==> config.mk <==
export PLATFORM = sky130hd
export DESIGN_NAME = div_ratio_ctrl
export DESIGN_NICKNAME = d
export VERILOG_FILES = /design/src/rtl/div_pkg.sv /design/src/rtl/div_counter.sv /design/src/rtl/div_ratio_ctrl.sv
export SDC_FILE = /design/constraint.sdc
export NUM_CORES = 1
export LEC_CHECK = 0
export ABC_AREA = 1
export BUFFER_PORTS_ARGS = -buffer_cell sky130_fd_sc_hd__buf_2
export CAP_MARGIN = 0
export CORE_MARGIN = 4
export CORE_UTILIZATION = 50
export DETAILED_ROUTE_END_ITERATION = 12
export GPL_TIMING_DRIVEN = 0
export PLACE_DENSITY = 0.72
export SLEW_MARGIN = 15
export SYNTH_ARGS = -nofsm -noshare
export SYNTH_HDL_FRONTEND = slang
export SYNTH_SLANG_ARGS = --single-unit
==> constraint.sdc <==
create_clock -name clk -period 2.2 [get_ports clk]
set_clock_uncertainty 0.2 [all_clocks]
set_input_delay 0.66 -clock clk [delete_from_list [all_inputs] [get_ports clk]]
set_output_delay 0.66 -clock clk [all_outputs]
set_load 0.03 [all_outputs]
==> src/rtl/div_pkg.sv <==
// div_pkg: shared FSM state encoding and default parameters for the ratio divider.
package div_pkg;

    typedef enum logic [1:0] {
        IDLE,
        RUN,
        PEND,
        DRAIN
    } div_state_e;

    localparam int MIN_DIV = 2;
    localparam int DEF_CW  = 6;
    localparam int DEF_DIV = 64;

endpackage

==> src/rtl/div_counter.sv <==
// div_counter: period counter running 0..n-1 and wrapping; held (loaded) at zero while not running.
module div_counter
    import div_pkg::*;
#(
    parameter int CW = DEF_CW
) (
    input  logic          clk,
    input  logic          rst_n,
    input  logic          run,
    input  logic [CW:0]   n,
    output logic [CW-1:0] cnt,
    output logic          tc
);

    localparam logic [CW:0] ONE = {{CW{1'b0}}, 1'b1};

    assign tc = run && ({1'b0, cnt} == (n - ONE));

    always_ff @(posedge clk) begin
        if (!rst_n || !run || tc) begin
            cnt <= '0;
        end else begin
            cnt <= cnt + 1'b1;
        end
    end

endmodule

==> src/rtl/div_ratio_ctrl.sv <==
// div_ratio_ctrl: programmable clock divider whose ratio changes only on period boundaries.
// Define DIV_ERR_EN to drop illegal ratios and raise a sticky err flag instead of clamping them.
module div_ratio_ctrl
    import div_pkg::*;
#(
    parameter int CW          = DEF_CW,
    parameter int DEFAULT_DIV = DEF_DIV
) (
    input  logic        clk,
    input  logic        rst_n,
    input  logic        en,
    input  logic        cfg_valid,
    input  logic [CW:0] cfg_div,
    output logic        cfg_ready,
    output logic        div_out,
    output logic        tick,
    output logic        busy
`ifdef DIV_ERR_EN
    ,
    output logic        err
`endif
);

    localparam logic [CW:0] MIN_N = MIN_DIV[CW:0];
    localparam logic [CW:0] MAX_N = {1'b1, {CW{1'b0}}};
    localparam logic [CW:0] DEF_N = DEFAULT_DIV[CW:0];

    div_state_e    state_q;
    div_state_e    state_d;
    logic [CW:0]   n_q;
    logic [CW:0]   shadow_q;
    logic [CW:0]   cfg_new;
    logic [CW-1:0] cnt;
    logic          run;
    logic          tc;
    logic          xfer;
    logic          take;

    assign xfer = cfg_valid && cfg_ready;

`ifdef DIV_ERR_EN
    logic cfg_illegal;

    assign cfg_illegal = (cfg_div < MIN_N) || (cfg_div > MAX_N);
    assign take        = xfer && !cfg_illegal;
    assign cfg_new     = cfg_div;

    always_ff @(posedge clk) begin
        if (!rst_n) begin
            err <= 1'b0;
        end else if (xfer && cfg_illegal) begin
            err <= 1'b1;
        end
    end
`else
    assign take    = xfer;
    assign cfg_new = (cfg_div < MIN_N) ? MIN_N :
                     (cfg_div > MAX_N) ? MAX_N : cfg_div;
`endif

    div_counter #(
        .CW (CW)
    ) u_counter (
        .clk   (clk),
        .rst_n (rst_n),
        .run   (run),
        .n     (n_q),
        .cnt   (cnt),
        .tc    (tc)
    );

    assign tick = tc;

    always_ff @(posedge clk) begin
        if (!rst_n) begin
            state_q <= IDLE;
        end else begin
            state_q <= state_d;
        end
    end

    // A pending change is only resolved at a terminal count, so en is ignored while in PEND.
    always_comb begin
        state_d = state_q;
        unique case (state_q)
            IDLE: begin
                if (en) state_d = RUN;
            end
            RUN: begin
                if (take)     state_d = PEND;
                else if (!en) state_d = DRAIN;
            end
            PEND: begin
                if (tc) state_d = en ? RUN : DRAIN;
            end
            DRAIN: begin
                if (en)      state_d = RUN;
                else if (tc) state_d = IDLE;
            end
            default: state_d = IDLE;
        endcase
    end

    always_comb begin
        cfg_ready = (state_q == IDLE) || (state_q == RUN);
        busy      = (state_q == PEND);
        run       = (state_q != IDLE);
    end

    // N only moves while the counter is parked in IDLE or exactly at a period boundary.
    always_ff @(posedge clk) begin
        if (!rst_n) begin
            n_q      <= DEF_N;
            shadow_q <= DEF_N;
            div_out  <= 1'b0;
        end else begin
            if (state_q == IDLE && take) begin
                n_q <= cfg_new;
            end else if (state_q == PEND && tc) begin
                n_q <= shadow_q;
            end
            if (state_q == RUN && take) begin
                shadow_q <= cfg_new;
            end
            div_out <= run && ({1'b0, cnt} >= (n_q >> 1));
        end
    end

endmodule

# Word-level counts from Yosys, hierarchy flattened

Index checks and enable logic that the tools add are counted.

Register bits after elaboration: 23
Bits of input ports: 11
Word-level logic and storage cells: 45

Add/sub/neg operators: 2
$lt $le $gt $ge: 3
Eq/ne operators: 8
Muxes and demuxes: 12
Reductions and logical operators: 15

Operators by type and width:

| operator              | count |
|---|---|
| $mux W7               | 4 |
| $mux W2               | 7 |
| $pmux W2 S4           | 1 |
| $eq A6 B7 Y1          | 1 |
| $gt A7 B7 Y1 const B  | 1 |
| $lt A7 B2 Y1 const B  | 1 |
| $sub A7 B1 Y7 const B | 1 |
| $add A6 B1 Y6 const B | 1 |
| $ge A6 B6 Y1          | 1 |
| $logic_and A1 B1 Y1   | 6 |
| $ne A3 B3 Y1 const B  | 2 |
| $eq A2 B2 Y1 const B  | 2 |
| $reduce_and A4 Y1     | 1 |
| $reduce_bool A2 Y1    | 2 |
| $logic_or A1 B1 Y1    | 3 |
| $eq A2 B1 Y1 const B  | 1 |
| $logic_not A1 Y1      | 2 |
| $logic_not A2 Y1      | 1 |
| $ne A2 B1 Y1 const B  | 1 |
| $ne A2 B2 Y1 const B  | 1 |

# Depth between registers and ports, before layout

Gate-level depths: netlist of the first run.

Word-level depth: 6
Depth in mapped cells: 15

# By module

From an unflattened synthesis of the first run, not the netlist that was laid out.

Cell total of the unflattened synthesis: 236
Area, all modules: 1599.0 um^2

Modules (own cells, without submodules):

| module         | instances | cells an instance | area each (um^2) | sequential area each (um^2) |
|---|---|---|---|---|
| div_ratio_ctrl | 1         | 149               | 1032.2           | 340.3 |
| div_counter    | 1         | 87                | 566.8            | 120.1 |

# Least setup slack after synthesis of the first run

Ideal clock, no wire load.

Kind: flip-flop to output port
Start: register n_q[0]
End: output port tick
Arrival: 1493 ps
Data required time: 1340 ps
Slack: -153 ps
Stages on the path, launching flop included: 10
Path buffers: 0
Path through: dfxtp_1 inv_1 ha_1 xor2_1 nand2_1 nor2_1 nand2_1 nor2_2 nand3_1 inv_1

Word-level cells in the longest chain between the ends: 3

Ends and longest elaborated chain:

| item                   | RTL line              | RTL |
|---|---|---|
| start, declared        | div_ratio_ctrl.sv:30  | `logic [CW:0] n_q;` |
| start signal, assigned | div_ratio_ctrl.sv:118 | `n_q <= cfg_new;` |
| start signal, assigned | div_ratio_ctrl.sv:120 | `n_q <= shadow_q;` |
| $sub A7 B1 Y7          | div_counter.sv:17     | `assign tc = run && ({1'b0, cnt} == (n - ONE));` |
| $eq A6 B7 Y1           | div_counter.sv:17     |  |
| $logic_and A1 B1 Y1    | div_counter.sv:17     |  |
| end, declared          | div_ratio_ctrl.sv:16  | `output logic tick,` |

Every way passes these cells.

# Worst setup path after layout of the first run

Same ends and word-level chain as after synthesis.

==> results of run 1 <==
registers in the layout, indices dropped and copies added, names as in the netlist:
register,cells
div_out,1
state_q,2
shadow_q,7
n_q,7
u_counter.cnt,6
cell type report:
class	instances	share of cell area [%]
multi-input cells	152	51.4
inverters	33	7.97
clock buffers	4	1.63
plain buffers	3	0.851
well taps	30	2.32
flip-flops and latches	23	28.8
repair buffers	19	7.04
layer usage:
| layer | share of wire [%] | vias up | global-route usage, % |
|---|---|---|---|
| met1 | 50 | 609 | 23.2 |
| li1 | - | 731 | - |
| met2 | 47 | 12 | 30.5 |
| met4 | 0.52 | 0 | 4.64 |
| met5 | 0 | - | 0 |
| met3 | 2.5 | 2 | 1.91 |
path summary, 6_finish.rpt:
kind	endpoint	slack, ns
max reg2reg	n_q[0]	0.04
max	tick	-0.42
min reg2reg	shadow_q[5]	0.27
min	shadow_q[5]	0.27
power by group:
part / leakage, nW / internal (mW) / switching, mW
sequential: 0.189 / 0.452 / 0.0312
combinational: 0.579 / 0.121 / 0.214
clock: 0.0150 / 0.0706 / 0.121
cell usage in the layout, fill, tap and decap left out, types with 4 or more instances in the layout:
cell	Yosys	final
dfxtp_1	23	21
inv_1	29	26
buf_2	2	15
ha_1	8	7
nor2_1	32	30
nand3_1	12	11
a21oi_1	13	13
inv_2	4	5
buf_4	0	5
o211ai_1	4	4
nand2_1	42	42
o21ai_0	18	18
nor2_2	4	4
xor2_1	5	5
metrics by stage:
stage          TNS, ns  setup slack [ns]  util, %  area, sq um  total power [mW]
6_report        -0.425            -0.425     63.0         1620              1.01
5_1_grt         -0.951            -0.544     63.0         1620              1.09
4_1_cts         -0.429            -0.429     62.4         1600              1.01
3_5_place_dp    -0.297            -0.297     58.9         1510             0.802
3_3_place_gp    -0.276            -0.276     58.9         1510             0.788
2_1_floorplan  -0.0118           -0.0118        -         1410             0.729
kinds of logic (layout without fill, tap and decap cells):
kind of cell,after synthesis,in the layout,share of synthesized area [%]
xor gates and xnor gates,6,6,3.80
DFF,23,23,33.3
adders and majority gates,8,8,7.24
AOI/OAI and AO/OA,41,41,16.2
and+or+nand+nor,96,97,29.5
buffers and inverters,36,59,9.95
worst min-delay path, stage by stage (launching register included):
cell,delay (ns)
dfxtp_1,0.32
inv_1,0.06
a211oi_1,0.06
what timing repair did:
action	4_1_cts	5_1_grt
setup buffers	5	0
setup endpoints to repair	1	8
gates resized for setup	6	3
pin swaps	2	1
gates cloned	0	1
==> results.txt, run 1 <==
* Yosys synthesis warning count: 0
- The detail route stage leaves a number of antenna-violating nets equal to 0.
- Required time of the critical path: 1.34 ns
* Sequential area share after synthesis: 33.3%
- Counting every net in the synthesized netlist gives 229.
- Leaving out filler cells and counting taps, the final layout contains 264.
- Top fanout value on the critical path: 4
* Status: finished, violations left
* Post-layout minimum cycle time: 2.62 ns
- Share of post-route cells with drive strength above 1: 19.2%
- Number of design rule violations left after detail routing: 0
- The slowest stage of the critical path is the dfxtp_2 cell.
- Post-detailed-route via-to-cell ratio: 5.13
- The synthesized netlist occupies a cell area of 1380 sq um.
* Grt total ovfl: 0
- Type of destination of the critical path: output pin
* Latest clock arrival within the worst-skew pair: 0.30 ns
* CP Class: flip-flop to output pin
- After layout, the worst setup slack is -0.425 ns.
* Total clock buffers created by CTS: 3
- Type of the worst min-delay path: flip-flop to flip-flop
- The checks that failed: negative setup slack.
- The first detailed-routing pass ran for 4 iterations.
- For the pin with the worst max-slew slack, the measured transition is 0.384 ns.
* Top delay family on crit path: simple AND/OR/NAND/NOR gates
- The number of antenna diodes in the final layout is 0.
- Setup repair after global routing could not meet its margin everywhere.
- STA classifies the critical path startpoint as a flip-flop.
- DP HPWL: 2270 um
- The tool flagged a number of max-cap violations equal to 0.
- Routed vias: 1354
* Distinct cells, synth: 24
- Clock tree synthesis found a total of 23 sinks.
- Measured along the y axis, the die boundary spans 60.6 um.
* Total buffers and inverters traversed by the critical path: 3
* Fraction of synthesized cell area taken by the top area cell type: 33.3%
- Number of failing setup endpoints in the final timing report: 1
- The net count of the finished layout is 254.
- Routability-driven placement finished with a final weighted congestion of 0.829.
* Most used standard cell by instance count after synthesis: nand2_1
- Drt first-iter violations: 54
* Post-synth top area cell: dfxtp_1
* Hold Path Cell Cnt: 2
* Core Rows: 18
* Pin count of the biggest net entering global routing: 13
- Total detailed-routing wirelength: 2910 um
- Ports: 15
- The critical path starts at n_q[0].
- In this run, post-CTS hold repair placed 0 buffers.
* Power per cell area: 625 nW/um^2
- Routed len/inst: 11.0 um
* Mean Syn Cell Area: 6.58 sq um
- Register area: 465 sq um
- Die Footprint: 3670 sq um
- Antenna violations before repair: 0
- Length in cells of the worst reg-to-reg path: 14
* Post-synth EDFFs: 0
- Arrival time at the worst endpoint: 1.76 ns
- Commonest cells in the synthesized netlist: nand2_1 (42), nor2_1 (32), inv_1 (29)
- Maximum single-stage delay on the critical path: 0.37 ns
* Upper clock frequency limit: 0.381 GHz
- The most used flip-flop cell after synthesis is dfxtp_1.
- Final Hold Violating Endpoints: 0
- Total area of multi-input combinational cells: 831 sq um
- Wire length of the first global-routing pass: 5050 um
- Worst r2r src: n_q[0]
* Root Buffer Master: clkbuf_4
- FFs w/ async S/R, synth: 0%
- Count of mapped cells out of synthesis: 210
* H-tree depth: 1
* Clock tree from TritonCTS: built
- Cell types occupying the most area after synthesis: dfxtp_1 (33%), nand2_1 (11%), nor2_1 (8.7%)
- Maximum buffer depth of the clock tree: 2
- Area of the core: 2570 sq um
- VDD sags by at most 0.000491 V.
- The final count of pins violating max slew is 0.
* Die Span X: 60.6 um
* Effective utilization at floorplan: 53.8%
* Source of the worst hold timing path: shadow_q[5]
- Fill cell count: 241
- CP cell instances: inv_4 -> ha_4 -> xor2_1 -> nand2_1 -> nor2_1 -> nand2_1 -> nor2_4 -> nand3_4 -> inv_4 -> buf_6
- In the finished design, the share of the clock period the worst path needs comes to 119%.
- Clock transition at the register clock pins on the worst setup and hold paths after CTS: 0.12 ns
* Slew Limit Headroom: 74.4%
- Post-Route Hold Slack: 0.267 ns
- Dpl cells: 254
- Area growth from synthesis to layout: 16.9%
- Counting buffers and inverters, the worst setup path is 10 cells deep.
- Number of global-route vias before repair: 1232
- Seq cells post-synth: 23
* Number of buffer cells added on primary ports: 14
* Leakage: 0.783 nW
* Tot GR Track Use: 17.6%
No activity file was read; power rests on OpenSTA's default activity.
==> run 2: changes to the inputs <==
--- a/config.mk
+++ b/config.mk
@@ -8,11 +8,12 @@
 export ABC_AREA = 1
 export BUFFER_PORTS_ARGS = -buffer_cell sky130_fd_sc_hd__buf_2
 export CAP_MARGIN = 0
+export CORE_ASPECT_RATIO = 0.8
 export CORE_MARGIN = 4
 export CORE_UTILIZATION = 50
 export DETAILED_ROUTE_END_ITERATION = 12
 export GPL_TIMING_DRIVEN = 0
-export PLACE_DENSITY = 0.72
+export PLACE_DENSITY = 0.7
 export SLEW_MARGIN = 15
 export SYNTH_ARGS = -nofsm -noshare
 export SYNTH_HDL_FRONTEND = slang
==> constraint.sdc (replaced) <==
create_clock -name clk -period 2.5 [get_ports clk]
set_clock_uncertainty 0.2 [all_clocks]
set_input_delay 0.75 -clock clk [delete_from_list [all_inputs] [get_ports clk]]
set_output_delay 0.75 -clock clk [all_outputs]
set_load 0.03 [all_outputs]
==> run 2 against run 1 <==
Compared with the run above: flip-flop and latch count stayed put; total power is 12% lower; setup slack better by 0.22 ns; first-iteration DRC count is 100% higher; critical path depth is 1 higher; the run still ends with negative setup slack left; critical endpoint unchanged.
==> results.txt, run 2 (synthesized netlist as in run 1, its figures left out) <==
* Failing checks: negative setup slack
- The largest registers in the layout are n_q (7), shadow_q (7), u_counter.cnt (6).
* CP cell instances: inv_4 -> ha_4 -> nand2_2 -> nor2_2 -> nand2_1 -> nand2_1 -> nand3_1 -> nor2_4 -> nand3_2 -> inv_2 -> buf_6
- Latest clock arrival within the worst-skew pair: 0.32 ns (+0.02 ns)
* Sequential fraction of design power: 47.8% (about the same)
- The total I/O pin count came to 15 (unchanged).
- Share of post-route cells with drive strength above 1: 18.5% (-0.70 points)
* Arrival time at the worst endpoint: 1.76 ns (about the same)
- The share of total power in the clock network came to 20.1% (+1.1 points).
- The instance count after placement with tap cells included came to 260 (+2.4%).
- Clock tree from TritonCTS: built
- The number of buffers added on ports came to 14 (unchanged).
- The power per cell area is 559 nW/um^2 (-11%).
- Type of the worst min-delay path: flip-flop to flip-flop
* Max Transition Viols Final: 0 (unchanged)
* Die Footprint: 3680 sq um (+0.14%)
- The number of antenna violations at the first check in global routing came to 0 (unchanged).
* Routed vias: 1359 (+0.37%)
* Status: finished, violations left
* Internal power summed over all cells: 0.563 mW (-12%)
* Root Buffer Master: clkbuf_4
* Type of destination of the critical path: output pin
- The library cells used most frequently in the layout, excluding fill and tap cells, are nand2_1 (42), nor2_1 (32), inv_1 (26).
- The worst hold path terminates at shadow_q[5].
* Net switching component of the power: 0.329 mW (-10%)
- R2R Setup Slk: 0.50 ns (+0.46 ns)
* Tot GR Track Use: 18.6% (+0.99 points)
* Setup Slack @ Placement: -0.171 ns (+0.126 ns)
* Die span in y: 55.0 um (-9.2%)
- The TritonCTS sink count is 23 (unchanged).
- The post-route antenna net violation count came to 0 (unchanged).
- Clock transition at the register clock pins on the worst setup and hold paths after CTS: 0.14 ns (+0.02 ns)
- Total detailed-routing wirelength: 3000 um (+3.0%)
* Number of failing setup endpoints in the final timing report: 1 (unchanged)
- The count of H-tree levels built during CTS came to 1 (unchanged).
* Wire length of the first global-routing pass: 5120 um (+1.4%)
* Pin count of the biggest net entering global routing: 15 (+2)
- Worst Setup Start Kind: flip-flop
* Max_cap viols: 0 (unchanged)
* Sw Share: 36.9% (+0.54 points)
* Total clock buffers created by CTS: 3 (unchanged)
* DP HPWL: 2330 um (+2.5%)
- Worst path most repeated cell: nand2_1
- The count of unresolved DRC violations after routing is 0 (unchanged).
- The endpoint identified for the worst register-to-register timing path is n_q[3].
* Worst ir drop on vdd: 0.000310 V (-37%)
- The smallest hold slack is 0.269 ns (+0.00134 ns).
- Grt total ovfl: 0 (unchanged)
- The clock tree buffer depth came to 2 (unchanged).
* Upper clock frequency limit: 0.369 GHz
- Worst-path cell with the longest stage delay: dfxtp_2
* Core Rows: 16 (-2)
- Compared with the post-synthesis result, the final layout area differs by 15.4%.
- Gate power share: 32.1% (-1.1 points)
- Setup repair after global routing could not meet its margin everywhere.
- Effective utilization at floorplan: 54.4% (+0.53 points)
- Top fanout value on the critical path: 4 (unchanged)
- Worst r2r src: n_q[0]
* Number of detailed-routing iterations run before antenna repair: 4 (unchanged)
- The transition time at the pin with the least slew margin came to 0.368 ns (-0.0159 ns).
- Routed len/inst: 11.2 um (+1.5%)
- Length in cells of the worst reg-to-reg path: 14 (unchanged)
- CP Class: flip-flop to output pin
* Number of nets in the layout: 252 (-0.79%)
- The count of routing violations after the opening detailed-route iteration was 108 (+100%).
- Die Span X: 66.8 um (+10%)
* Hold Path Cell Cnt: 2 (unchanged)
- Minimum setup slack in the final design: -0.207 ns (+0.218 ns)
- The final RePlAce weighted congestion was 0.790 (-4.7%).
* Diode count: 0 (unchanged)
- Post-detailed-route via-to-cell ratio: 5.07 (-1.1%)
* Post-layout minimum cycle time: 2.71 ns
- The final critical path takes up 108% of the cycle.
- The count of placed standard cells in the final layout, fillers left out came to 268 (+1.5%).
- The fill cell total of the finished layout was 258 (+7.1%).
- Number of global-route vias before repair: 1163 (-5.6%)
- Leakage: 0.771 nW (-1.6%)
- The worst hold path begins at shadow_q[5].
- The placeable core area came to 2540 sq um (-0.97%).
* Maximum single-stage delay on the critical path: 0.36 ns (about the same)
- Final Hold Violating Endpoints: 0 (unchanged)
- The library cell used most frequently in the layout, excluding fill and tap cells, is nand2_1.
- Slew Limit Headroom: 75.5% (+1.1 points)
* Required time of the critical path: 1.55 ns (+0.21 ns)
-- run 2: how the worst max path moves through the flow --
stage | start | end | slack [ns] | cells past startpoint
finish | n_q[0] | tick | -0.21 | 11
global route | n_q[0] | tick | -0.36 | 10
CTS | n_q[1] | tick | -0.25 | 10
detailed placement | n_q[0] | tick | -0.17 | 10
global placement | n_q[0] | tick | -0.15 | 10
floorplan | n_q[0] | tick | 0.06 | 9
-- run 2: cell type report --
| class | count | area [sq um] | share of cell area (%) |
|---|---|---|---|
| multi-input combinational | 151 | 807 | 50.6 |
| inverter | 33 | 126 | 7.92 |
| buffer | 3 | 13.8 | 0.863 |
| clock buffer | 3 | 22.5 | 1.41 |
| clock inverter | 1 | 7.51 | 0.471 |
| timing repair buffer | 18 | 106 | 6.67 |
| sequential | 23 | 467 | 29.3 |
| tap | 36 | 45.0 | 2.82 |
-- run 2: power groups by stage --
stage	Clock [mW]	Combinational, mW	Sequential, mW
6_report	0.179	0.286	0.426
3_5_place_dp	0	0.264	0.434
2_1_floorplan	0	0.206	0.427
3_3_place_gp	0	0.254	0.432
4_1_cts	0.187	0.286	0.425
5_1_grt	0.207	0.328	0.430
-- run 2: what timing repair did --
action                                  4_1_cts  5_1_grt
gates resized for setup                      12        2
pin swaps                                     4        4
endpoints found under the setup margin        1        1
setup buffers                                 4        0
hold buffers                                  0        0
-- run 2: worst max-delay path: cells and delay by family (launching register included) --
family | cells | cell delay (ns)
buffers and inverters | 3 | 0.25
and+or+nand+nor | 7 | 0.70
adders and majority gates | 1 | 0.14
DFF | 1 | 0.36
-- run 2: metal layers --
layer	vias up	wire length [um]	GRT usage, %
met1	608	1490	25.3
li1	722	-	-
met2	25	1330	28.6
met3	4	134	4.65
met4	0	37	6.76
met5	-	0	0
-- run 2: metrics by stage --
step	instance area (sq um)	TNS (ns)	power, mW	util, %
2_1_floorplan	1380	0	0.633	-
3_3_place_gp	1500	-0.148	0.686	58.9
3_5_place_dp	1500	-0.171	0.698	58.9
4_1_cts	1590	-0.245	0.898	62.6
5_1_grt	1600	-0.356	0.965	62.7
6_report	1600	-0.207	0.892	62.7
